<file path="config.mk">
export PLATFORM = sky130hd
export DESIGN_NAME = cmp_stream_stats
export DESIGN_NICKNAME = d
export VERILOG_FILES = /design/src/rtl/cmp_pkg.sv /design/src/rtl/cmp_core.sv /design/src/rtl/cmp_stream_stats.sv
export SDC_FILE = /design/constraint.sdc
export NUM_CORES = 1
export LEC_CHECK = 0
export CORE_MARGIN = 2
export CORE_UTILIZATION = 45
export CTS_BUF_LIST = sky130_fd_sc_hd__clkbuf_4
export DETAILED_ROUTE_END_ITERATION = 8
export PLACE_DENSITY = 0.77
export SYNTH_ARGS = -nofsm -noshare
export SYNTH_HDL_FRONTEND = slang
export SYNTH_SLANG_ARGS = --single-unit
</file>
<file path="constraint.sdc">
create_clock -name CLK -period 4.5 [get_ports CLK]
set_input_delay 0.9 -clock CLK [delete_from_list [all_inputs] [get_ports CLK]]
set_output_delay 0.9 -clock CLK [all_outputs]
set_load 0.02 [all_outputs]
</file>
<file path="src/rtl/cmp_pkg.sv">
// Shared definitions for the streaming comparator: result encoding and
// the saturating-increment helper used by the statistics counters.
package cmp_pkg;

  // 2-bit result code carried through the output register.
  // CMP_NONE only appears after reset, before the first result.
  typedef logic [1:0] cmp_code_t;

  localparam cmp_code_t CMP_NONE = 2'b00;
  localparam cmp_code_t CMP_LT   = 2'b01;
  localparam cmp_code_t CMP_GT   = 2'b10;
  localparam cmp_code_t CMP_EQ   = 2'b11;

  // Widest counter the helper supports.
  localparam int unsigned SAT_MAX_W = 64;

  // Add one to value, but stop at the all-ones value of a width-bit counter.
  function automatic logic [SAT_MAX_W-1:0] sat_inc(
    input logic [SAT_MAX_W-1:0] value,
    input int unsigned          width
  );
    logic [SAT_MAX_W-1:0] limit;
    if (width >= SAT_MAX_W) begin
      limit = {SAT_MAX_W{1'b1}};
    end else begin
      limit = (SAT_MAX_W'(1) << width) - SAT_MAX_W'(1);
    end
    if (value >= limit) begin
      sat_inc = limit;
    end else begin
      sat_inc = value + SAT_MAX_W'(1);
    end
  endfunction

endpackage

</file>
<file path="src/rtl/cmp_core.sv">
// Combinational magnitude compare of two WIDTH-bit operands, unsigned or
// two's-complement, with a symmetric equality tolerance band.
// The difference is taken on WIDTH+1 bits of extended operands, so the
// ordering never wraps. TOL is assumed to fit in WIDTH+1 bits.
module cmp_core
  import cmp_pkg::*;
#(
  parameter int WIDTH = 8,
  parameter int TOL   = 0
) (
  input  logic [WIDTH-1:0] a,
  input  logic [WIDTH-1:0] b,
  input  logic             signed_mode,
  output cmp_code_t        code,
  output logic             a_lt_b_order
);

  localparam logic [WIDTH:0] TOL_V = (WIDTH+1)'(TOL);

  logic [WIDTH:0] a_ext_s;
  logic [WIDTH:0] b_ext_s;
  logic [WIDTH:0] diff_s;
  logic [WIDTH:0] abs_diff_s;
  logic           in_band_s;

  // Extend, subtract, and classify the difference into lt / gt / eq.
  always_comb begin
    if (signed_mode) begin
      a_ext_s = {a[WIDTH-1], a};
      b_ext_s = {b[WIDTH-1], b};
    end else begin
      a_ext_s = {1'b0, a};
      b_ext_s = {1'b0, b};
    end

    diff_s = a_ext_s - b_ext_s;

    // |diff| is at most 2^WIDTH-1, so the negation cannot overflow.
    if (diff_s[WIDTH]) begin
      abs_diff_s = (~diff_s) + (WIDTH+1)'(1);
    end else begin
      abs_diff_s = diff_s;
    end

    in_band_s    = (abs_diff_s <= TOL_V);
    a_lt_b_order = diff_s[WIDTH];

    if (in_band_s) begin
      code = CMP_EQ;
    end else if (diff_s[WIDTH]) begin
      code = CMP_LT;
    end else begin
      code = CMP_GT;
    end
  end

endmodule

</file>
<file path="src/rtl/cmp_stream_stats.sv">
// Streaming comparator with a single-entry registered result behind a
// valid/ready handshake, plus saturating lt/gt/eq counters and the running
// min/max of operand A. Statistics follow accepted inputs, not consumed
// outputs, so a stalled result does not delay them.
module cmp_stream_stats
  import cmp_pkg::*;
#(
  parameter int WIDTH = 8,
  parameter int TOL   = 0,
  parameter int CNT_W = 16
) (
  input  logic             CLK,
  input  logic             nRST,
  input  logic             clr,
  input  logic             in_valid,
  output logic             in_ready,
  input  logic             signed_mode,
  input  logic [WIDTH-1:0] a,
  input  logic [WIDTH-1:0] b,
  output logic             out_valid,
  input  logic             out_ready,
  output logic             a_lt_b,
  output logic             a_gt_b,
  output logic             a_eq_b,
  output logic [CNT_W-1:0] cnt_lt,
  output logic [CNT_W-1:0] cnt_gt,
  output logic [CNT_W-1:0] cnt_eq,
  output logic [WIDTH-1:0] min_a,
  output logic [WIDTH-1:0] max_a,
  output logic             seen
);

  // Result pipeline state
  logic             out_valid_q, out_valid_d;
  cmp_code_t        code_q, code_d;

  // Statistics state
  logic [CNT_W-1:0] cnt_lt_q, cnt_lt_d;
  logic [CNT_W-1:0] cnt_gt_q, cnt_gt_d;
  logic [CNT_W-1:0] cnt_eq_q, cnt_eq_d;
  logic [WIDTH-1:0] min_q, min_d;
  logic [WIDTH-1:0] max_q, max_d;
  logic             seen_q, seen_d;

  // Handshake and comparator results
  logic             accept_s;
  logic             consume_s;
  cmp_code_t        ab_code_s;
  logic             ab_order_s;
  cmp_code_t        min_code_s;
  logic             a_lt_min_s;
  cmp_code_t        max_code_s;
  logic             max_lt_a_s;
  logic             unused_ok_s;

  assign in_ready  = !out_valid_q || out_ready;
  assign accept_s  = in_valid && in_ready;
  assign consume_s = out_valid_q && out_ready;

  // A vs B: the reported result, with the tolerance band.
  cmp_core #(.WIDTH(WIDTH), .TOL(TOL)) u_cmp_ab (
    .a            (a),
    .b            (b),
    .signed_mode  (signed_mode),
    .code         (ab_code_s),
    .a_lt_b_order (ab_order_s)
  );

  // A vs running minimum, exact ordering in this transaction's mode.
  cmp_core #(.WIDTH(WIDTH), .TOL(0)) u_cmp_min (
    .a            (a),
    .b            (min_q),
    .signed_mode  (signed_mode),
    .code         (min_code_s),
    .a_lt_b_order (a_lt_min_s)
  );

  // Running maximum vs A; operands swapped so the order bit means max < A.
  cmp_core #(.WIDTH(WIDTH), .TOL(0)) u_cmp_max (
    .a            (max_q),
    .b            (a),
    .signed_mode  (signed_mode),
    .code         (max_code_s),
    .a_lt_b_order (max_lt_a_s)
  );

  // Only one output of each comparator instance is needed here.
  assign unused_ok_s = ^{ab_order_s, min_code_s, max_code_s};

  // Next state of the single-entry result register.
  always_comb begin
    out_valid_d = out_valid_q;
    code_d      = code_q;
    if (accept_s) begin
      out_valid_d = 1'b1;
      code_d      = ab_code_s;
    end else if (consume_s) begin
      out_valid_d = 1'b0;
    end else begin
      out_valid_d = out_valid_q;
    end
  end

  // Result register; reset discards any in-flight result.
  always_ff @(posedge CLK) begin
    if (nRST) begin
      out_valid_q <= 1'b0;
      code_q      <= CMP_NONE;
    end else begin
      out_valid_q <= out_valid_d;
      code_q      <= code_d;
    end
  end

  // Next state of the statistics; clr restarts them with the current accept as first sample.
  always_comb begin
    cnt_lt_d = cnt_lt_q;
    cnt_gt_d = cnt_gt_q;
    cnt_eq_d = cnt_eq_q;
    min_d    = min_q;
    max_d    = max_q;
    seen_d   = seen_q;

    if (clr) begin
      cnt_lt_d = {CNT_W{1'b0}};
      cnt_gt_d = {CNT_W{1'b0}};
      cnt_eq_d = {CNT_W{1'b0}};
      min_d    = {WIDTH{1'b0}};
      max_d    = {WIDTH{1'b0}};
      seen_d   = 1'b0;
      if (accept_s) begin
        case (ab_code_s)
          CMP_LT:  cnt_lt_d = CNT_W'(1);
          CMP_GT:  cnt_gt_d = CNT_W'(1);
          CMP_EQ:  cnt_eq_d = CNT_W'(1);
          default: cnt_eq_d = {CNT_W{1'b0}};
        endcase
        min_d  = a;
        max_d  = a;
        seen_d = 1'b1;
      end else begin
        seen_d = 1'b0;
      end
    end else if (accept_s) begin
      case (ab_code_s)
        CMP_LT:  cnt_lt_d = CNT_W'(sat_inc(SAT_MAX_W'(cnt_lt_q), CNT_W));
        CMP_GT:  cnt_gt_d = CNT_W'(sat_inc(SAT_MAX_W'(cnt_gt_q), CNT_W));
        CMP_EQ:  cnt_eq_d = CNT_W'(sat_inc(SAT_MAX_W'(cnt_eq_q), CNT_W));
        default: cnt_eq_d = cnt_eq_q;
      endcase
      if (!seen_q) begin
        min_d  = a;
        max_d  = a;
        seen_d = 1'b1;
      end else begin
        if (a_lt_min_s) begin
          min_d = a;
        end else begin
          min_d = min_q;
        end
        if (max_lt_a_s) begin
          max_d = a;
        end else begin
          max_d = max_q;
        end
      end
    end else begin
      seen_d = seen_q;
    end
  end

  // Statistics registers.
  always_ff @(posedge CLK) begin
    if (nRST) begin
      cnt_lt_q <= {CNT_W{1'b0}};
      cnt_gt_q <= {CNT_W{1'b0}};
      cnt_eq_q <= {CNT_W{1'b0}};
      min_q    <= {WIDTH{1'b0}};
      max_q    <= {WIDTH{1'b0}};
      seen_q   <= 1'b0;
    end else begin
      cnt_lt_q <= cnt_lt_d;
      cnt_gt_q <= cnt_gt_d;
      cnt_eq_q <= cnt_eq_d;
      min_q    <= min_d;
      max_q    <= max_d;
      seen_q   <= seen_d;
    end
  end

  assign out_valid = out_valid_q;
  assign a_lt_b    = (code_q == CMP_LT);
  assign a_gt_b    = (code_q == CMP_GT);
  assign a_eq_b    = (code_q == CMP_EQ);
  assign cnt_lt    = cnt_lt_q;
  assign cnt_gt    = cnt_gt_q;
  assign cnt_eq    = cnt_eq_q;
  assign min_a     = min_q;
  assign max_a     = max_q;
  assign seen      = seen_q;

endmodule

</file>
== Word level (Yosys, flattened, before mapping) ==
Index checks and enable logic that the tools add are counted.
Storage, ports and cells
  memories kept: 0
  memory bits (writable): 0
  logic and storage cells: 90
  input bits: 22
  bits in registers: 68
  bits in read-only memories: 0
  latch bits: 0
  output and inout port bits: 70
Cells by class
  reductions and logical operators: 14
  shifts and indexed selects: 0
  $lt $le $gt $ge: 4
  bitwise logic cells: 1
  div/mod/pow operators: 0
  multiply operators: 0
  muxes and demuxes: 48
  add/subtract/negate cells: 7
  equal/unequal tests: 8
Operators with widths (count)
  64-bit 2-to-1 mux: 9
  16-bit by 64-bit greater-or-equal comparator with 1-bit output: 3
  16-bit 2-to-1 mux: 12
  8-bit 2-to-1 mux: 9
  16-bit by 1-bit adder with 16-bit output (second input constant): 3
  9-bit 2-to-1 mux: 5
  9-bit subtractor: 3
  1-bit 2-to-1 mux: 11
  2-bit AND reduction: 5
  2-bit nonzero test: 5
  9-bit by 1-bit adder with 9-bit output (second input constant): 1
  9-bit by 1-bit less-or-equal comparator with 1-bit output (second input constant): 1
  9-bit NOT: 1
  2-bit equality test (second input constant): 4
  3-bit by 2-bit inequality test with 1-bit output (second input constant): 2
  2-bit by 1-bit equality test with 1-bit output (second input constant): 2
  2-bit 2-to-1 mux: 2
  1-bit logical AND: 2
  1-bit logical NOT: 1
  1-bit logical OR: 1

== Logic depth before layout (Yosys ltp) ==
Gate-level depths: netlist (run 1).
  word-level depth: 16
  gate-level depth with buffers: 15
  gate-level depth less buffers: 13

== By module ==
Synthesis (run 1) repeated with hierarchy kept, for this count alone.
Second synthesis, totals
  cell total of the unflattened synthesis: 567
  area total of the unflattened synthesis: 4563.1 um2
Modules (own cells, without submodules)
  cmp_stream_stats: times used 1, seq. area each 1361.3 um2, cells an instance 399, area each 3249.4 um2
  cmp_core: times used 3, seq. area each 0.0 um2, cells an instance 56, area each 437.9 um2

== Worst setup path before layout (run 1) ==
No wires, ideal clock.
  kind: input to register
  from: input port a[0]
  to: register cnt_lt_q[7], in the netlist cnt_lt[7]
  setup time: 0.138 ns
  setup slack: 0.644 ns
  stages: 14
  data required time: 4.362 ns
  path buffers: 1
  arrival time: 3.717 ns
  cells stage by stage: inv_1 > ha_1 > inv_1 > fa_1 > a21o_1 > a211o_1 > a2111oi_4 > o211ai_2 > o21a_1 > nor4_4 > nor2_1 > buf_2 > a21oi_1 > a211oi_1
On the way
  cells in the longest elaborated chain, start to end: 10
  elaborated cells between the ends (all ways): 11
  those cells by class: add/sub (2); order compare (1); eq/ne (1); mux (4); bitwise (1); reduce/logical (2)
RTL lines
  start, declared: line cmp_stream_stats.sv:18  | input logic [WIDTH-1:0] a,
  9-bit 2-to-1 mux (*): line cmp_core.sv:28  | if (signed_mode) begin
  9-bit subtractor (*): line cmp_core.sv:36  | diff_s = a_ext_s - b_ext_s;
  9-bit NOT: line cmp_core.sv:40  | abs_diff_s = (~diff_s) + (WIDTH+1)'(1);
  9-bit by 1-bit adder with 9-bit output: line cmp_core.sv:40
  9-bit 2-to-1 mux: line cmp_core.sv:39  | if (diff_s[WIDTH]) begin
  9-bit by 1-bit less-or-equal comparator with 1-bit output: line cmp_core.sv:45  | in_band_s = (abs_diff_s <= TOL_V);
  2-bit 2-to-1 mux (*): line cmp_core.sv:48  | if (in_band_s) begin
  2-bit by 1-bit equality test with 1-bit output (*): line cmp_stream_stats.sv:145  | case (ab_code_s)
  2-bit nonzero test (no line) (*)
  2-bit AND reduction (no line) (*)
  end signal, assigned: line cmp_stream_stats.sv:175  | cnt_lt_q <= {CNT_W{1'b0}};
  end signal, assigned: line cmp_stream_stats.sv:182  | cnt_lt_q <= cnt_lt_d;
  end, declared: line cmp_stream_stats.sv:38  | logic [CNT_W-1:0] cnt_lt_q, cnt_lt_d;
Every way passes the cells marked *; elsewhere a longest branch is shown, timed or not.
A chain may end at the register's enable or synchronous reset.

== Final worst setup path (run 1) ==
  from: input port a[0]
  to: register cnt_gt_q[2], in the netlist cnt_gt[2]
On the way
  cells in the longest elaborated chain, start to end: 10
  elaborated cells between the ends (all ways): 11
  those cells by class: add/sub (2); order compare (1); eq/ne (1); mux (4); bitwise (1); reduce/logical (2)
RTL lines
  9-bit 2-to-1 mux (*): line cmp_core.sv:28
  9-bit subtractor (*): line cmp_core.sv:36
  9-bit NOT: line cmp_core.sv:40
  9-bit by 1-bit adder with 9-bit output: line cmp_core.sv:40
  9-bit 2-to-1 mux: line cmp_core.sv:39
  9-bit by 1-bit less-or-equal comparator with 1-bit output: line cmp_core.sv:45
  2-bit 2-to-1 mux (*): line cmp_core.sv:48
  2-bit equality test (*): line cmp_stream_stats.sv:145
  2-bit nonzero test (no line) (*)
  2-bit AND reduction (no line) (*)
  end signal, assigned: line cmp_stream_stats.sv:176  | cnt_gt_q <= {CNT_W{1'b0}};
  end signal, assigned: line cmp_stream_stats.sv:183  | cnt_gt_q <= cnt_gt_d;
  end, declared: line cmp_stream_stats.sv:39  | logic [CNT_W-1:0] cnt_gt_q, cnt_gt_d;
Marks and branches as above.

==> results of run 1 <==
==> cells by family after synthesis <==
group | count (synthesis) | synth area share
AOI/OAI and AO/OA | 161 | 0.285
DFF | 68 | 0.322
and+or+nand+nor | 189 | 0.233
adders and majority gates | 26 | 0.0787
buffers and inverters | 53 | 0.0556
muxes | 3 | 0.00739
xor gates and xnor gates | 9 | 0.0186
==> registers in the layout (all words and copies together), names as in the netlist <==
name       count
max_a          8
cnt_lt        16
cnt_eq        16
seen           1
min_a          8
cnt_gt        16
code_q         2
out_valid      1
==> path summary, 6_finish.rpt <==
path         depth (start not counted)      start        end  slack (ns)
max                                 15       a[0]  cnt_gt[2]        0.38
min                                  1  cnt_eq[6]  cnt_eq[6]        0.51
max reg2reg                          9  cnt_lt[2]  cnt_lt[3]        1.81
min reg2reg                          1  cnt_eq[6]  cnt_eq[6]        0.51
==> cell usage in the layout, fill, tap and decap left out, types with 12 or more instances in the layout <==
| master | synthesis | final |
|---|---|---|
| sky130_fd_sc_hd__and3_1 | 12 | 12 |
| sky130_fd_sc_hd__nor3_1 | 22 | 22 |
| sky130_fd_sc_hd__buf_4 | 1 | 15 |
| sky130_fd_sc_hd__a22o_1 | 16 | 16 |
| sky130_fd_sc_hd__ha_1 | 25 | 25 |
| sky130_fd_sc_hd__nor2_1 | 47 | 46 |
| sky130_fd_sc_hd__inv_1 | 36 | 36 |
| sky130_fd_sc_hd__a21oi_1 | 36 | 36 |
| sky130_fd_sc_hd__a211oi_1 | 16 | 16 |
| sky130_fd_sc_hd__dfxtp_1 | 68 | 68 |
| sky130_fd_sc_hd__clkdlybuf4s50_1 | 0 | 91 |
| sky130_fd_sc_hd__nand2_1 | 31 | 31 |
| sky130_fd_sc_hd__nand3_1 | 20 | 20 |
| sky130_fd_sc_hd__o21ai_0 | 18 | 18 |
| sky130_fd_sc_hd__a311oi_1 | 17 | 17 |
==> stage by stage <==
step	util	worst slack, ns	TNS (ns)	cells
after CTS	0.594	0.242	0	725
final	0.595	0.376	0	725
after global routing	0.595	0.0621	0	725
after floorplan	-	0.644	0	509
after detailed placement	0.576	-0.187	-1.32	709
after global placement	0.576	-0.0786	-0.264	709
==> report_power, final <==
group          switching [mW]  internal, mW  leakage, nW  total (mW)
clock                   0.247         0.229       0.0869       0.476
combinational           0.191         0.142         1.46       0.333
sequential             0.0139         0.616        0.551       0.630
total                   0.452         0.986         2.10        1.44
==> routing by layer <==
metal / vias up / part of all wire / GRT usage
met5: - / 0 / 0
met4: 0 / 0.027 / 0.105
met3: 28 / 0.034 / 0.0368
met2: 98 / 0.49 / 0.381
met1: 2014 / 0.45 / 0.282
li1: 2126 / - / -
==> critical path, stage by stage <==
cell and delay, ns:
sky130_fd_sc_hd__clkdlybuf4s50_1 0.41, sky130_fd_sc_hd__inv_1 0.11, sky130_fd_sc_hd__ha_1 0.18, sky130_fd_sc_hd__inv_1 0.05
sky130_fd_sc_hd__fa_1 0.38, sky130_fd_sc_hd__buf_4 0.15, sky130_fd_sc_hd__a211o_2 0.34, sky130_fd_sc_hd__nand2_1 0.13
sky130_fd_sc_hd__a2111oi_4 0.10, sky130_fd_sc_hd__or3_1 0.42, sky130_fd_sc_hd__and3_1 0.16, sky130_fd_sc_hd__a41oi_1 0.33
sky130_fd_sc_hd__o21ai_2 0.18, sky130_fd_sc_hd__nor2_1 0.40, sky130_fd_sc_hd__a311oi_1 0.16
==> layout make-up <==
cell class              count  area [µm²]  area share
well taps                 111         139      0.0254
clock buffers               9        67.6      0.0124
clock inverters             7        98.8      0.0181
inverters                  36         135      0.0247
repair buffers            106        1020       0.187
flip-flops and latches     68        1360       0.249
multi-input cells         388        2650       0.484
==> flow_metrics.env, run 1 <==
export IMPL_run_status="completed"
export IMPL_dr_pass1_iters=5
export IMPL_cts_clk_slew_worst_paths_ns=0.12
export IMPL_max_slew_margin=0.451
export IMPL_number_of_setup_violations_in_the_final_report=0
export IMPL_yosys_top_cells_area="sky130_fd_sc_hd__dfxtp_1 32%, sky130_fd_sc_hd__ha_1 7.4%, sky130_fd_sc_hd__a21oi_1 4.3%"
export IMPL_post_route_cells_drive_above_1_share=0.0945
export IMPL_ys_types=65
export IMPL_initial_utilization=0.460
export IMPL_synth_seq_cells=68
export IMPL_finalWirelength_um=11100
export IMPL_power_leakage_nw=2.10
export IMPL_postCtsResizedCells=0
export IMPL_antennaDiodeCount=0
export IMPL_yosys_area_top_type_share=0.322
export IMPL_ctsLongestPathBuffers=2
export IMPL_grt_first_pass_wirelength_um=18700
export IMPL_finalClockSkew_ns=0.0260
export IMPL_synth_async_reset_ratio=0
export IMPL_floorplan_die_area_um2=10200
export IMPL_root_buffer="sky130_fd_sc_hd__clkbuf_4"
export IMPL_max_cap_violations=0
export IMPL_boundaryPins=92
export IMPL_yosys_cell_count_top_type="sky130_fd_sc_hd__dfxtp_1"
export IMPL_synth_main_ff_cell="sky130_fd_sc_hd__dfxtp_1"
export IMPL_syn_area_um2=4230
export IMPL_design_area_um2=5470
export IMPL_clock_tree_htree_level_count=3
export IMPL_drc_errors=0
export IMPL_worstHoldPathType="reg2reg"
export IMPL_grt_overflow=0
export IMPL_nNetsFinal=657
export IMPL_worst_pin_slew_ns=0.824
export IMPL_grt_antenna_before_repair=0
export IMPL_post_route_period_util=0.916
export IMPL_arrival_ns=4.41
export IMPL_fin_total_pwr_mw=1.44
export IMPL_cts_repair_timing_setup_buffer_count=0
export IMPL_rsz0062_at_grt="no"
export IMPL_via_per_inst=5.88
export IMPL_worst_endpoint_required_ns=4.79
export IMPL_achievable_frequency_mhz=242
export IMPL_fill_cells=806
export IMPL_synth_area_per_cell_um2=8.31
export IMPL_finalHoldViolCount=0
export IMPL_area_growth_pct=29.3
export IMPL_worstPathMaxFanout=8
export IMPL_rows=35
export IMPL_vdd_ir_drop_worst_mv=0.134
export IMPL_core_region_area_um2=9200
export IMPL_path_class="in2reg"
export IMPL_detail_route_wl_per_cell_um=15.3
export IMPL_fin_worst_hold_slack_ns=0.513
export IMPL_placement_cell_area_um2=5290
export IMPL_vias=4266
export IMPL_clock_sinks=68
export IMPL_grt_total_usage=0.226
export IMPL_detail_route_iter0_violations=155
export IMPL_gp_routability_congestion=0.934
export IMPL_netlist_top_cells_count="68 x sky130_fd_sc_hd__dfxtp_1, 47 x sky130_fd_sc_hd__nor2_1, 36 x sky130_fd_sc_hd__a21oi_1, 36 x sky130_fd_sc_hd__inv_1, 31 x sky130_fd_sc_hd__nand2_1"
export IMPL_synth_edf_count=0
export IMPL_final_max_slew_viol_count=0
export IMPL_die_h_um=101
export IMPL_cp_end_kind="flip-flop"
export IMPL_net_count_synth=557
export IMPL_crit_path_start_kind="input pin"
export IMPL_die_w_um=101
export IMPL_synth_cells=509
export IMPL_ys_seq_area_frac=0.322
export IMPL_cts_buf_count=9
export IMPL_vias_in_the_first_global_route=4043
export IMPL_synth_largest_area_cell="sky130_fd_sc_hd__dfxtp_1"
export IMPL_detailed_place_hpwl_um=8440
export IMPL_cts_tree="built"
export IMPL_clock_insertion_delay_worst_skew_ns=0.44
export IMPL_power_density_cell_area_nw_per_um2=263
export IMPL_layout_min_cycle_time_ns=4.12
export IMPL_quantity_of_hold_fixing_buffers_added_after_cts=0
export IMPL_port_buffers=91
export IMPL_pin_count_of_the_biggest_net_entering_global_routing=40
export IMPL_detail_route_antenna_nets=0
export IMPL_synth_warnings=0
(Power assumes the default switching activity.)
==> inputs of run 2 (changes only) <==
- CELL_PAD_IN_SITES_DETAIL_PLACEMENT: unset -> 0
- CELL_PAD_IN_SITES_GLOBAL_PLACEMENT: unset -> 1
- CORE_UTILIZATION: 45 -> 35
- PLACE_DENSITY: 0.77 -> 0.8
- SYNTH_HIERARCHICAL: unset -> 1
==> run 2 against run 1 <==
Clock power is 30% lower. Routed wire length is 0.57% higher. Clock-buffer cell count is 2 higher. Combinational power is 16% lower. Sequential share of layout area is 0.62 points higher. Global-route usage is 4.5 points lower. Sequential cell count stayed put. Via count is 5.5% lower. Critical path type unchanged. Largest cell class unchanged.
==> flow_metrics.env, run 2 <==
export IMPL_number_of_setup_violations_in_the_final_report=0
export IMPL_slowest_stage="sky130_fd_sc_hd__or4_1"
export IMPL_antennaDiodeCount=0
export IMPL_detail_route_iter0_violations=176
export IMPL_power_density_cell_area_nw_per_um2=233
export IMPL_path_class="in2reg"
export IMPL_drc_errors=0
export IMPL_critical_path_top_delay_family="simple AND/OR/NAND/NOR gates"
export IMPL_arrival_ns=4.31
export IMPL_whs_path_depth=2
export IMPL_grt_antenna_before_repair=0
export IMPL_seq_power_share=0.509
export IMPL_floorplan_die_area_um2=12600
export IMPL_finalClockSkew_ns=0.0103
export IMPL_pin_count_of_the_biggest_net_entering_global_routing=29
export IMPL_synth_cells=510
export IMPL_cts_tree="built"
export IMPL_cts_repair_timing_setup_buffer_count=0
export IMPL_max_cap_violations=0
export IMPL_nNetsFinal=661
export IMPL_clock_tree_htree_level_count=3
export IMPL_port_buffers=91
export IMPL_cts_buf_count=9
export IMPL_via_per_inst=5.33
export IMPL_gp_routability_congestion=0.847
export IMPL_net_count_synth=561
export IMPL_area_growth_pct=29.8
export IMPL_layout_min_cycle_time_ns=4.00
export IMPL_cells_along_the_critical_path="clkdlybuf4s50_1 > inv_1 > ha_1 > inv_1 > fa_1 > a21o_1 > nand4_1 > nand3_2 > xnor2_1 > nand4_1 > o31ai_1 > and2_1 > nand3_1 > or4_1 > o311a_1"
export IMPL_syn_area_um2=4110
export IMPL_die_h_um=112
export IMPL_worst_path_stages=15
export IMPL_worst_endpoint_required_ns=4.81
export IMPL_detail_route_wl_per_cell_um=14.8
export IMPL_detailed_place_hpwl_um=8260
export IMPL_achievable_frequency_mhz=250
export IMPL_switchingPower_uw=386
export IMPL_cp_slowest_stage_delay_ns=0.61
export IMPL_synth_warnings=6
export IMPL_max_slew_margin=0.540
export IMPL_grt_first_pass_wirelength_um=18800
export IMPL_quantity_of_hold_fixing_buffers_added_after_cts=0
export IMPL_die_w_um=112
export IMPL_pwr_share_clk=0.267
export IMPL_post_route_period_util=0.888
export IMPL_worstPathMaxFanout=3
export IMPL_vdd_ir_drop_worst_mv=0.0885
export IMPL_design_area_um2=5340
export IMPL_switching_share=0.310
export IMPL_intPower_uw=860
export IMPL_grt_overflow=0
export IMPL_power_combinational_fraction=0.224
export IMPL_finalSetupTns_ns=0
export IMPL_detail_route_antenna_nets=0
export IMPL_cp_end_kind="flip-flop"
export IMPL_commonest_non_fill_non_tap_cells_in_the_layout="91 x sky130_fd_sc_hd__clkdlybuf4s50_1, 68 x sky130_fd_sc_hd__dfxtp_1, 49 x sky130_fd_sc_hd__nand2_1"
export IMPL_crit_path_start_kind="input pin"
export IMPL_worstHoldPathType="reg2reg"
export IMPL_finalWirelength_um=11200
export IMPL_ff2ff_path_depth=14
export IMPL_rsz0062_at_grt="no"
export IMPL_power_leakage_nw=2.07
export IMPL_run_status="completed"
export IMPL_clock_sinks=68
export IMPL_grt_total_usage=0.181
export IMPL_placement_cell_area_um2=5240
export IMPL_cts_clk_slew_worst_paths_ns=0.11
export IMPL_post_route_cells_drive_above_1_share=0.0798
export IMPL_final_max_slew_viol_count=0
export IMPL_worst_pin_slew_ns=0.690
export IMPL_synth_area_per_cell_um2=8.06
export IMPL_rows=39
export IMPL_boundaryPins=92
export IMPL_vias_in_the_first_global_route=3861
export IMPL_vias=4033
export IMPL_initial_utilization=0.360
export IMPL_clock_insertion_delay_worst_skew_ns=0.42
export IMPL_root_buffer="sky130_fd_sc_hd__clkbuf_4"
export IMPL_worstPathBufferInverterCount=3
export IMPL_ctsLongestPathBuffers=2
export IMPL_finalHoldViolCount=0
export IMPL_postCtsResizedCells=0
export IMPL_mostFrequentLayoutCell="sky130_fd_sc_hd__clkdlybuf4s50_1"
export IMPL_core_region_area_um2=11400
export IMPL_dr_pass1_iters=4
-- run 2: area by class of cell --
| type | instances | area [µm²] |
|---|---|---|
| Inverter | 40 | 150 |
| Clock inverter | 4 | 17.5 |
| Sequential cell | 68 | 1360 |
| Clock buffer | 11 | 82.6 |
| Timing Repair Buffer | 106 | 1020 |
| Tap cell | 143 | 179 |
| Fill cell | 1151 | 6080 |
| Multi-Input combinational cell | 385 | 2520 |
-- run 2: worst paths after layout --
kind / start / endpoint / slack, ns
worst max register to register: max_a[0] / max_a[2] / 1.89
worst min-delay path: min_a[6] / min_a[6] / 0.48
worst max-delay path: a[0] / cnt_eq[14] / 0.50
worst min register to register: min_a[6] / min_a[6] / 0.48
-- run 2: routing by layer --
layer | wire (µm) | vias up | track usage
met5 | 0 | - | 0
met4 | 205 | 0 | 0.0715
met3 | 493 | 18 | 0.0313
met2 | 5020 | 98 | 0.286
met1 | 5470 | 1865 | 0.246
li1 | - | 2052 | -
-- run 2: power groups by stage --
stage,clock network (mW),registers [mW],logic [mW]
after global routing,0.376,0.637,0.313
after CTS,0.349,0.634,0.281
after global placement,0,0.648,0.274
after floorplan,0,0.660,0.153
final,0.332,0.634,0.279
after detailed placement,0,0.648,0.278
-- run 2: worst register-to-register path: stages (launching register included) --
cell and delay [ns]:
sky130_fd_sc_hd__dfxtp_1 0.34, sky130_fd_sc_hd__inv_1 0.06, sky130_fd_sc_hd__ha_1 0.13, sky130_fd_sc_hd__inv_1 0.04
sky130_fd_sc_hd__fa_1 0.36, sky130_fd_sc_hd__a21o_1 0.18, sky130_fd_sc_hd__nand4_1 0.11, sky130_fd_sc_hd__nand3_2 0.08
sky130_fd_sc_hd__a31oi_1 0.22, sky130_fd_sc_hd__xor2_1 0.10, sky130_fd_sc_hd__inv_1 0.06, sky130_fd_sc_hd__nor2b_1 0.05
sky130_fd_sc_hd__o21ai_1 0.49, sky130_fd_sc_hd__nand3_1 0.17, sky130_fd_sc_hd__a21oi_1 0.16
-- run 2: metrics by stage --
step	power (mW)	worst slack, ns	instances	utilization	hold slack [ns]
2_1_floorplan	0.813	0.554	510	-	0.454
3_3_place_gp	0.921	0.150	742	0.459	0.456
3_5_place_dp	0.926	0.0866	742	0.459	0.465
4_1_cts	1.26	0.502	757	0.467	0.481
5_1_grt	1.33	0.210	757	0.467	0.506
6_report	1.25	0.503	757	0.467	0.476
